$ cat src/rtl/pipe_stall_ctrl_pkg.sv
// Shared pipeline package: pipeline register typedefs, stall FSM encoding
// and the NOP instruction word used when IF/ID is flushed.
package pipe_stall_ctrl_pkg;

  typedef struct packed {
    logic       reg_write;
    logic       mem_to_reg;
    logic       mem_write;
    logic       mem_read;
    logic       alu_src;
    logic       reg_dst;
    logic       branch;
    logic       jump;
    logic [3:0] alu_op;
  } signal;

  typedef struct packed {
    signal       sig;
    logic [31:0] inst;
    logic [31:0] pc;
  } PipReg;

  typedef enum logic [1:0] {
    RUN    = 2'd0,
    HAZ    = 2'd1,
    FREEZE = 2'd2,
    ERR    = 2'd3
  } stall_state_e;

  localparam logic [31:0] NOP_INST = 32'h0;

  // Stall kind requested this cycle; memory freeze outranks the hazard stall.
  function automatic stall_state_e stall_kind(input logic mem_busy, input logic risk);
    if (mem_busy) return FREEZE;
    if (risk)     return HAZ;
    return RUN;
  endfunction

endpackage

$ cat src/rtl/pipe_stall_ctrl_sat_counter.sv
// Saturating up-counter with synchronous clear; holds at all-ones.
module sat_counter #(
  parameter int CNT_W = 32
) (
  input  logic             clk,
  input  logic             clr,
  input  logic             inc,
  output logic [CNT_W-1:0] cnt
);

  always_ff @(posedge clk) begin
    if (clr) begin
      cnt <= '0;
    end else if (inc && (cnt != '1)) begin
      cnt <= cnt + 1'b1;
    end
  end

endmodule

$ cat src/rtl/pipe_stall_ctrl.sv
// Pipeline stall/flush controller with stall-episode FSM and watchdog.
// Optional performance counters are built when PIPE_PERF_CNT_EN is defined.
module pipe_stall_ctrl
  import pipe_stall_ctrl_pkg::*;
#(
  parameter int WD_LIMIT = 64,
  parameter int CNT_W    = 32
) (
  input  logic             clk,
  input  logic             rst,
  input  logic             risk,
  input  logic             branch_taken,
  input  logic             jump,
  input  logic             mem_busy,
  output logic             pc_en,
  output logic             redirect,
  output logic             ifid_en,
  output logic             ifid_flush,
  output logic             idex_bubble,
  output logic             idex_en,
  output logic             exmem_en,
  output logic             memwb_bubble,
  output logic [1:0]       stall_state,
  output logic             wd_trip,
  output logic [CNT_W-1:0] stall_cnt,
  output logic [CNT_W-1:0] flush_cnt
);

  localparam int             WD_W   = $clog2(WD_LIMIT) + 1;
  localparam logic [WD_W-1:0] WD_MAX = WD_W'(WD_LIMIT - 1);

  stall_state_e    state, state_nxt, req_state;
  logic [WD_W-1:0] wd_cnt, wd_nxt;
  logic            trip_nxt;

  // Level controls; reset forces the normal (free-running) pattern.
  always_comb begin
    pc_en        = 1'b1;
    redirect     = 1'b0;
    ifid_en      = 1'b1;
    ifid_flush   = 1'b0;
    idex_bubble  = 1'b0;
    idex_en      = 1'b1;
    exmem_en     = 1'b1;
    memwb_bubble = 1'b0;
    if (!rst) begin
      if (mem_busy) begin
        pc_en        = 1'b0;
        ifid_en      = 1'b0;
        idex_en      = 1'b0;
        exmem_en     = 1'b0;
        memwb_bubble = 1'b1;
      end else if (risk) begin
        pc_en       = 1'b0;
        ifid_en     = 1'b0;
        idex_bubble = 1'b1;
      end else if (branch_taken || jump) begin
        redirect   = 1'b1;
        ifid_flush = 1'b1;
      end
    end
  end

  // Watchdog counts only while the same stall kind persists; a trip is sticky.
  always_comb begin
    req_state = stall_kind(mem_busy, risk);
    state_nxt = req_state;
    wd_nxt    = '0;
    trip_nxt  = wd_trip;
    case (state)
      ERR: begin
        state_nxt = ERR;
      end
      HAZ, FREEZE: begin
        if (req_state == state) begin
          if (wd_cnt == WD_MAX) begin
            state_nxt = ERR;
            trip_nxt  = 1'b1;
          end else begin
            wd_nxt = wd_cnt + 1'b1;
          end
        end
      end
      default: ;
    endcase
  end

  always_ff @(posedge clk) begin
    if (rst) begin
      state   <= RUN;
      wd_cnt  <= '0;
      wd_trip <= 1'b0;
    end else begin
      state   <= state_nxt;
      wd_cnt  <= wd_nxt;
      wd_trip <= trip_nxt;
    end
  end

  assign stall_state = state;

`ifdef PIPE_PERF_CNT_EN
  sat_counter #(.CNT_W(CNT_W)) u_stall_cnt (
    .clk (clk),
    .clr (rst),
    .inc (!pc_en),
    .cnt (stall_cnt)
  );

  sat_counter #(.CNT_W(CNT_W)) u_flush_cnt (
    .clk (clk),
    .clr (rst),
    .inc (ifid_flush),
    .cnt (flush_cnt)
  );
`else
  assign stall_cnt = '0;
  assign flush_cnt = '0;
`endif

endmodule

$ cat config.mk
export PLATFORM = sky130hd
export DESIGN_NAME = pipe_stall_ctrl
export DESIGN_NICKNAME = d
export VERILOG_FILES = /design/src/rtl/pipe_stall_ctrl_pkg.sv /design/src/rtl/pipe_stall_ctrl_sat_counter.sv /design/src/rtl/pipe_stall_ctrl.sv
export SDC_FILE = /design/constraint.sdc
export NUM_CORES = 1
export LEC_CHECK = 0
export ABC_CLOCK_PERIOD_IN_PS = 2100
export CAP_MARGIN = 20
export CORE_MARGIN = 3
export CORE_UTILIZATION = 27
export DETAILED_ROUTE_END_ITERATION = 12
export HOLD_SLACK_MARGIN = 0.15
export PLACE_DENSITY = 0.68
export SYNTH_ARGS = -nofsm -noshare
export SYNTH_HDL_FRONTEND = slang
export SYNTH_SLANG_ARGS = --single-unit
$ cat constraint.sdc
create_clock -name clk -period 2.1 [get_ports clk]
set_input_delay 0.42 -clock clk [delete_from_list [all_inputs] [get_ports clk]]
set_output_delay 0.42 -clock clk [all_outputs]
set_load 0.05 [all_outputs]
## Word level (Yosys, flattened, before mapping)

Index checks and enable logic that the tools add are counted.

- Mux-type cells: 22
- Reductions and logical operators: 4
- $add $sub $neg: 1
- Equality and inequality tests: 5
- Bitwise logic cells: 2

Operators with widths:

| operator | count |
|---|---|
| $mux W1 | 15 |
| $mux W2 | 6 |
| $add A7 B1 Y7 const B | 1 |
| $eq A7 B6 Y1 const B | 1 |
| $eq A2 B2 Y1 const B | 2 |
| $pmux W2 S2 | 1 |
| $reduce_or A4 Y1 | 1 |
| $reduce_and A3 Y1 | 1 |
| $eq A2 B1 Y1 const B | 1 |
| $eq A2 B2 Y1 | 1 |
| $not A1 Y1 | 2 |
| $reduce_or A2 Y1 | 1 |
| $logic_or A1 B1 Y1 | 1 |

- Output and inout bits: 75
- Bits in registers: 10
- Input bits: 6

## Longest topological paths before layout

Gate-level depths: netlist of run 1.

- Depth in word-level cells: 7
- Depth in mapped cells: 5
- Gate-level depth less buffers: 5

## Worst setup path before layout of run 1

OpenSTA, ideal clock, no wires.

- Path kind: input -> output
- Start: input rst
- End: output redirect
- Cell stages on the path: 3
- Data arrival time: 2.552 ns
- Slack: -0.872 ns
- Cell sequence: buf_4 > nor4_1 > buf_4

- Cells in the longest elaborated chain, start to end: 1

Ends and longest elaborated chain:

| element | RTL line | text |
|---|---|---|
| start, declared | pipe_stall_ctrl.sv:10 | `input logic rst,` |
| $mux W1 | -- |  |
| end, declared | pipe_stall_ctrl.sv:16 | `output logic redirect,` |

No other way between the ends.

## Final worst setup path of run 1

- Start: input mem_busy
- End: output idex_bubble

- Cells in the longest elaborated chain, start to end: 2

Ends and longest elaborated chain:

| element | RTL line | text |
|---|---|---|
| start, declared | pipe_stall_ctrl.sv:14 | `input logic mem_busy,` |
| $mux W1 | pipe_stall_ctrl.sv:47 | `if (mem_busy) begin` |
| $mux W1 | pipe_stall_ctrl.sv:46 | `if (!rst) begin` |
| end, declared | pipe_stall_ctrl.sv:19 | `output logic idex_bubble,` |

No other way between the ends.

==> results of run 1 <==
==> power breakdown <==
part	switching (mW)	internal, mW	total, mW	leakage [nW]
clock	0.0720	0.164	0.236	0.0288
sequential	0.00375	0.194	0.197	0.0809
combinational	0.317	0.0609	0.378	0.427
==> routing by layer <==
| metal | share of wire, % | wire length (µm) |
|---|---|---|
| met1 | 34 | 516 |
| met2 | 49 | 741 |
| met3 | 16 | 237 |
| met4 | 0.60 | 9 |
| met5 | 0 | 0 |
==> final cells by class <==
type	instances	area, µm²
clock buffer	4	55.05
tap	46	57.56
sequential	10	200.2
inverter	4	15.01
timing repair buffer	21	277.8
fill	373	2332
multi-input combinational	103	556.8
==> synthesized netlist by cell type (all sizes together) <==
library cell and number:
xnor2 2, buf 68, a211oi 1, nor3b 2, nor4 1, o21bai 1
a21o 1, o21ai 3, or2 1, a2bb2oi 1, nor4b 1, o31ai 2
a22oi 1, ha 3, o22ai 1, inv 4, nor2 3, dfxtp 10
nor3 4, conb 1, xor2 2, nand3 2, nand2 2, and4bb 1
or3 2, nand2b 2
==> state kept, by name, indices dropped and copies added, names as in the netlist <==
signal and cells:
wd_trip 1, stall_state 2, wd_cnt 7
==> through the flow <==
step                      total power, mW  util, %
final                              0.8113    33.26
after global routing               0.8458    33.26
after CTS                          0.8170    33.26
after detailed placement           0.5755    31.69
after global placement             0.5746    31.69
after floorplan                    0.6102        -
==> worst min-delay path by stage <==
stage	from	end	slack, ns
global route	wd_cnt[0]$_SDFF_PP0_	wd_cnt[0]$_SDFF_PP0_	0.50
global placement	wd_cnt[0]$_SDFF_PP0_	wd_cnt[0]$_SDFF_PP0_	0.45
finish	wd_cnt[0]$_SDFF_PP0_	wd_cnt[0]$_SDFF_PP0_	0.46
detailed placement	wd_cnt[0]$_SDFF_PP0_	wd_cnt[0]$_SDFF_PP0_	0.46
floorplan	wd_cnt[0]$_SDFF_PP0_	wd_cnt[0]$_SDFF_PP0_	0.43
CTS	wd_cnt[0]$_SDFF_PP0_	wd_cnt[0]$_SDFF_PP0_	0.46
==> cell families (layout without fill, tap and decap cells) <==
group / count (synthesis) / count (layout)
AOI/OAI and AO/OA: 11 / 11
xor gates and xnor gates: 4 / 4
adders and majority gates: 3 / 3
buffers and inverters: 72 / 29
DFF: 10 / 10
other: 1 / 64
and+or+nand+nor: 21 / 21
==> metrics.md, run 1 <==
| Metric | Value |
|---|---|
| Antenna viol nets, final | `0` |
| Max frequency | `0.4921 GHz` |
| CP Launch Type | `input port` |
| Die ar. | `4576 µm²` |
| First-pass GRT wire length | `1987 µm` |
| Slew Viols, Final | `0` |
| Largest net degree at the start of global routing | `10` |
| Setup CP Type | `in -> out` |
| Synth warn | `0` |
| Synthesized cell area | `1026 µm²` |
| Share of cells above drive strength 1 | `18.31%` |
| Worst Hold Class | `reg -> reg` |
| Via count | `622` |
| Buf/Inv on CP | `3` |
| Core region area | `3495 µm²` |
| Reg2reg setup slack | `0.50 ns` |
| Vias in the first global route | `478` |
| Met1 Resource Use GR | `6.028%` |
| Period utilisation layout | `96.78%` |
| Post-CTS Resized | `0` |
| Clk_lat worst skew | `0.24 ns` |
| Crit path arrival time | `1.61 ns` |
| RR Endpoint | `stall_state[0]$_SDFF_PP0_` |
| Setup Fix Bufs, Post-CTS | `0` |
| Final std cells w/o fill | `188` |
| DRT Pass-1 Iters | `4` |
| GR Util All Layers | `5.703%` |
| Setup crit end | `idex_bubble` |
| Hold_ws | `0.4572 ns` |
| Status | `complete, no violations` |
| Hold Crit Depth | `1` |
| Top Ports | `81` |
| Ant diodes | `0` |
| Reg clk slew, reported paths | `0.04 ns` |
| GR peak layer | `met2` |
| Final setup vio count | `0` |
| R2R depth | `6` |
| Synth Area in XOR/XNOR | `3.415%` |
| Die Ht | `67.65 µm` |
| Yosys top cell by area | `buf_4` |
| TritonCTS clock tree | `built` |
| # port buffers | `16` |
| Sequential-to-total area share from yosys stat | `19.51%` |
| Worst Tran Pin Value | `0.6526 ns` |
| Dpl cells | `184` |
| Synth Area in Simple Gates | `13.54%` |
| Die X | `67.65 µm` |
| Required time of the critical path | `1.68 ns` |
| Gr ovfl total | `0` |
| Clock Tree Buf Depth | `2` |
| Crit-path max FO | `4` |
| RSZ-0062 raised after global routing | `false` |
| Crit end category | `output port` |
| Final nets | `152` |
| Power Dens Cells | `698.0 nW/µm²` |
| Final non-filler cell area | `1162 µm²` |
| Setup TNS | `0 ns` |
| Mux contribution to synthesized area | `0%` |
| Worst vdd rail ir drop | `0.0004952 V` |
| Starting Density | `29.36%` |
| Synth Area in Compound Gates | `8.293%` |
| Setup Skew | `0.004404 ns` |
| GP Congestion | `0.6763` |
| Post-placement cell area | `1107 µm²` |
| Final hold violation count | `0` |
| Worst reg2reg startpoint | `stall_state[1]$_SDFF_PP0_` |
| Clock sinks | `10` |
| Vias per cell | `3.309` |
| Top-area cell type share of the netlist area | `49.76%` |
| Met3 GRT Util | `3.494%` |
| Slowest CP cell | `clkdlybuf4s50_1` |
| Minimum clock period | `2.032 ns` |
| Yosys reg bits | `10` |
| Rows | `21` |
| GR Layer Usage met2 | `9.113%` |
| Wirelength, routed | `1504 µm` |
| Top cells by area, synth | `buf_4, dfxtp_1, ha_1` |
| Synth Area in Adders | `3.659%` |
| TritonCTS Buffers | `3` |
| CTS H-tree depth | `1` |
| Crit path max-delay family | `buffers and inverters` |
| Synth-to-layout area growth | `13.29%` |
| CTS Root Cell | `clkbuf_8` |
| Average size of a mapped cell | `8.410 µm²` |
| Crit path largest cell delay | `0.51 ns` |
| Commonest cells after routing, fill and taps aside | `conb_1, dfxtp_1, clkdlybuf4s50_1, buf_12, buf_4` |
| Synth unique cells | `28` |
| Pleak | `0.5364 nW` |
| Worst path depth | `4` |
| Max Cap Violations | `0` |
| Drt initial violations | `7` |
| Crit path cell chain | `clkdlybuf4s50_1 > buf_4 > nor3b_2 > buf_12` |
| DRC violations left | `0` |
| Commonest non-fill, non-tap cell in the layout | `conb_1` |
| DPL Wire Length | `1289 µm` |
| Syn Inst Count | `122` |
| Pre-CTS setup slack | `0.08133 ns` |
| Worst setup path start | `mem_busy` |
| Worst setup margin | `0.06771 ns` |
| CTS Hold Bufs | `0` |
| Largest family of logic cells by synthesized area | `buffers and inverters` |
| DR WL/cell | `8.000 µm` |
| Relative slew margins | `56.16%` |
| Antenna violations before repair | `0` |
No activity file was read; power rests on OpenSTA's default activity.
==> inputs of run 2 (changes only) <==
--- a/config.mk
+++ b/config.mk
@@ -8,10 +8,10 @@
 export ABC_CLOCK_PERIOD_IN_PS = 2100
 export CAP_MARGIN = 20
 export CORE_MARGIN = 3
-export CORE_UTILIZATION = 27
+export CORE_UTILIZATION = 33
 export DETAILED_ROUTE_END_ITERATION = 12
 export HOLD_SLACK_MARGIN = 0.15
-export PLACE_DENSITY = 0.68
+export PLACE_DENSITY = 0.8
 export SYNTH_ARGS = -nofsm -noshare
 export SYNTH_HDL_FRONTEND = slang
 export SYNTH_SLANG_ARGS = --single-unit
==> metrics.md, run 2 (synthesis results as in run 1) <==
| Metric | Value |
|---|---|
| Share of cells above drive strength 1 | `18.31% (unchanged)` |
| Starting Density | `35.96% (+6.6 points)` |
| First-pass GRT wire length | `1959 µm (-1.4%)` |
| Core region area | `2853 µm² (-18%)` |
| Final setup vio count | `0 (unchanged)` |
| Int Power | `0.3595 mW (-14%)` |
| Post-CTS Resized | `0 (unchanged)` |
| Worst vdd rail ir drop | `0.0003959 V (-20%)` |
| Clock Tree Buf Depth | `2 (unchanged)` |
| Via count | `636 (+2.3%)` |
| Antenna viol nets, final | `0 (unchanged)` |
| CTS Root Cell | `clkbuf_4` |
| CTS Hold Bufs | `0 (unchanged)` |
| Reg clk slew, reported paths | `0.06 ns (+0.02 ns)` |
| Max reg flops | `7 (unchanged)` |
| DPL Wire Length | `1253 µm (-2.7%)` |
| Final Core Density | `39.43% (+6.2 points)` |
| Ant diodes | `0 (unchanged)` |
| TritonCTS Buffers | `3 (unchanged)` |
| RSZ-0062 raised after global routing | `false` |
| Final hold violation count | `0 (unchanged)` |
| Sw power | `0.3826 mW (-2.5%)` |
| Crit end category | `output port` |
| Pre-CTS setup slack | `0.08121 ns (-0.0001147 ns)` |
| Commonest cells after routing, fill and taps aside | `conb_1, dfxtp_1, clkdlybuf4s50_1, buf_12, buf_4` |
| Setup TNS | `0 ns (unchanged)` |
| Max Cap Violations | `0 (unchanged)` |
| Top Ports | `81 (unchanged)` |
| Comb pwr share | `51.0% (+4.5 points)` |
| Slew Viols, Final | `0 (unchanged)` |
| Clk pwr share | `22.5% (-6.6 points)` |
| Commonest non-fill, non-tap cell in the layout | `conb_1` |
| GP Congestion | `0.7752 (+15%)` |
| Worst Tran Pin Value | `0.6000 ns (-0.05259 ns)` |
| Largest Register | `wd_cnt` |
| Largest net degree at the start of global routing | `11 (+1)` |
| Drt initial violations | `8 (+1)` |
| Power Dens Cells | `659.7 nW/µm² (-5.5%)` |
| Vias in the first global route | `466 (-2.5%)` |
| Period utilisation layout | `95.68% (-1.1 points)` |
| R2R depth | `6 (unchanged)` |
| Flop pwr share | `26.5% (+2.2 points)` |
| Crit-path max FO | `7 (+3)` |
| # port buffers | `16 (unchanged)` |
| Die Ht | `61.76 µm (-8.7%)` |
| Clock sinks | `10 (unchanged)` |
| Worst setup margin | `0.09073 ns (+0.02302 ns)` |
| Wirelength, routed | `1438 µm (-4.4%)` |
| TritonCTS clock tree | `built` |
| Worst Hold Class | `reg -> reg` |
| Final nets | `152 (unchanged)` |
| DRC violations left | `0 (unchanged)` |
| Minimum clock period | `2.009 ns (-0.02302 ns)` |
| Die ar. | `3814 µm² (-17%)` |
| CP Launch Type | `input port` |
| Vias per cell | `3.676 (+11%)` |
| Pleak | `0.5285 nW (-1.5%)` |
| Required time of the critical path | `1.68 ns (about the same)` |
| Hold Crit Depth | `2 (+1)` |
| Relative slew margins | `59.69% (+3.5 points)` |
| Gr ovfl total | `0 (unchanged)` |
| Synth-to-layout area growth | `9.634%` |
| Crit path arrival time | `1.59 ns (-0.02 ns)` |
| Setup Fix Bufs, Post-CTS | `0 (unchanged)` |
| Max frequency | `0.4977 GHz (+1.1%)` |
| Clk_lat worst skew | `0.26 ns (+0.02 ns)` |
| CTS H-tree depth | `1 (unchanged)` |
| Rows | `19 (-9.5%)` |
| Hold_ws | `0.4690 ns (+0.01178 ns)` |
| Setup CP Type | `in -> out` |
| Setup Skew | `0.002743 ns (-0.001660 ns)` |
| Antenna violations before repair | `0 (unchanged)` |
| DR WL/cell | `8.312 µm (+3.9%)` |
| Die X | `61.76 µm (-8.7%)` |
| GR Util All Layers | `7.012% (+1.3 points)` |
| Pwr Total | `0.7421 mW (-8.5%)` |
| Switching Fraction | `51.56% (+3.2 points)` |
| Status | `complete, no violations` |
| DRT Pass-1 Iters | `4 (unchanged)` |
-- run 2: cell types whose count changed in the layout (fill, tap and decap cells not counted) --
cell and delta:
clkbuf_4 +3, clkbuf_8 -3
-- run 2: stage by stage --
stage	cell area, µm²	instances
after floorplan	1282	185
after global placement	1089	169
after detailed placement	1089	169
after CTS	1125	173
after global routing	1125	173
final	1125	173
-- run 2: worst max-delay path, stage by stage --
cell	delay, ns
clkdlybuf4s50_1	0.56
nor4_4	0.41
buf_12	0.19
-- run 2: layout make-up --
type	instances	area [µm²]
fillers	295	1728
repair buffers	21	277.8
inverters	4	15.01
flip-flops and latches	10	200.2
clock buffers	4	36.28
well taps	31	38.79
multi-input cells	103	556.8
-- run 2: power groups by stage --
| stage | registers, mW | logic (mW) | clock network, mW |
|---|---|---|---|
| floorplan | 0.208 | 0.402 | 0 |
| global placement | 0.201 | 0.375 | 0 |
| detailed placement | 0.201 | 0.376 | 0 |
| CTS | 0.197 | 0.376 | 0.173 |
| global route | 0.197 | 0.395 | 0.184 |
| finish | 0.197 | 0.378 | 0.167 |
-- run 2: routing by layer --
layer | global-route usage [%] | share of wire (%) | vias up
met5 | 0 | 0 | -
met4 | 3.030 | 2.2 | 0
met2 | 11.66 | 50 | 49
met3 | 3.719 | 14 | 4
met1 | 7.375 | 34 | 275
li1 | - | - | 308
-- run 2: path summary, 6_finish.rpt --
kind | start | to | slack (ns)
worst min-delay path | wd_cnt[6]$_SDFF_PP0_ | wd_cnt[6]$_SDFF_PP0_ | 0.47
worst max register to register | stall_state[0]$_SDFF_PP0_ | stall_state[1]$_SDFF_PP0_ | 0.52
worst max-delay path | rst | ifid_flush | 0.09
worst min register to register | wd_cnt[6]$_SDFF_PP0_ | wd_cnt[6]$_SDFF_PP0_ | 0.47
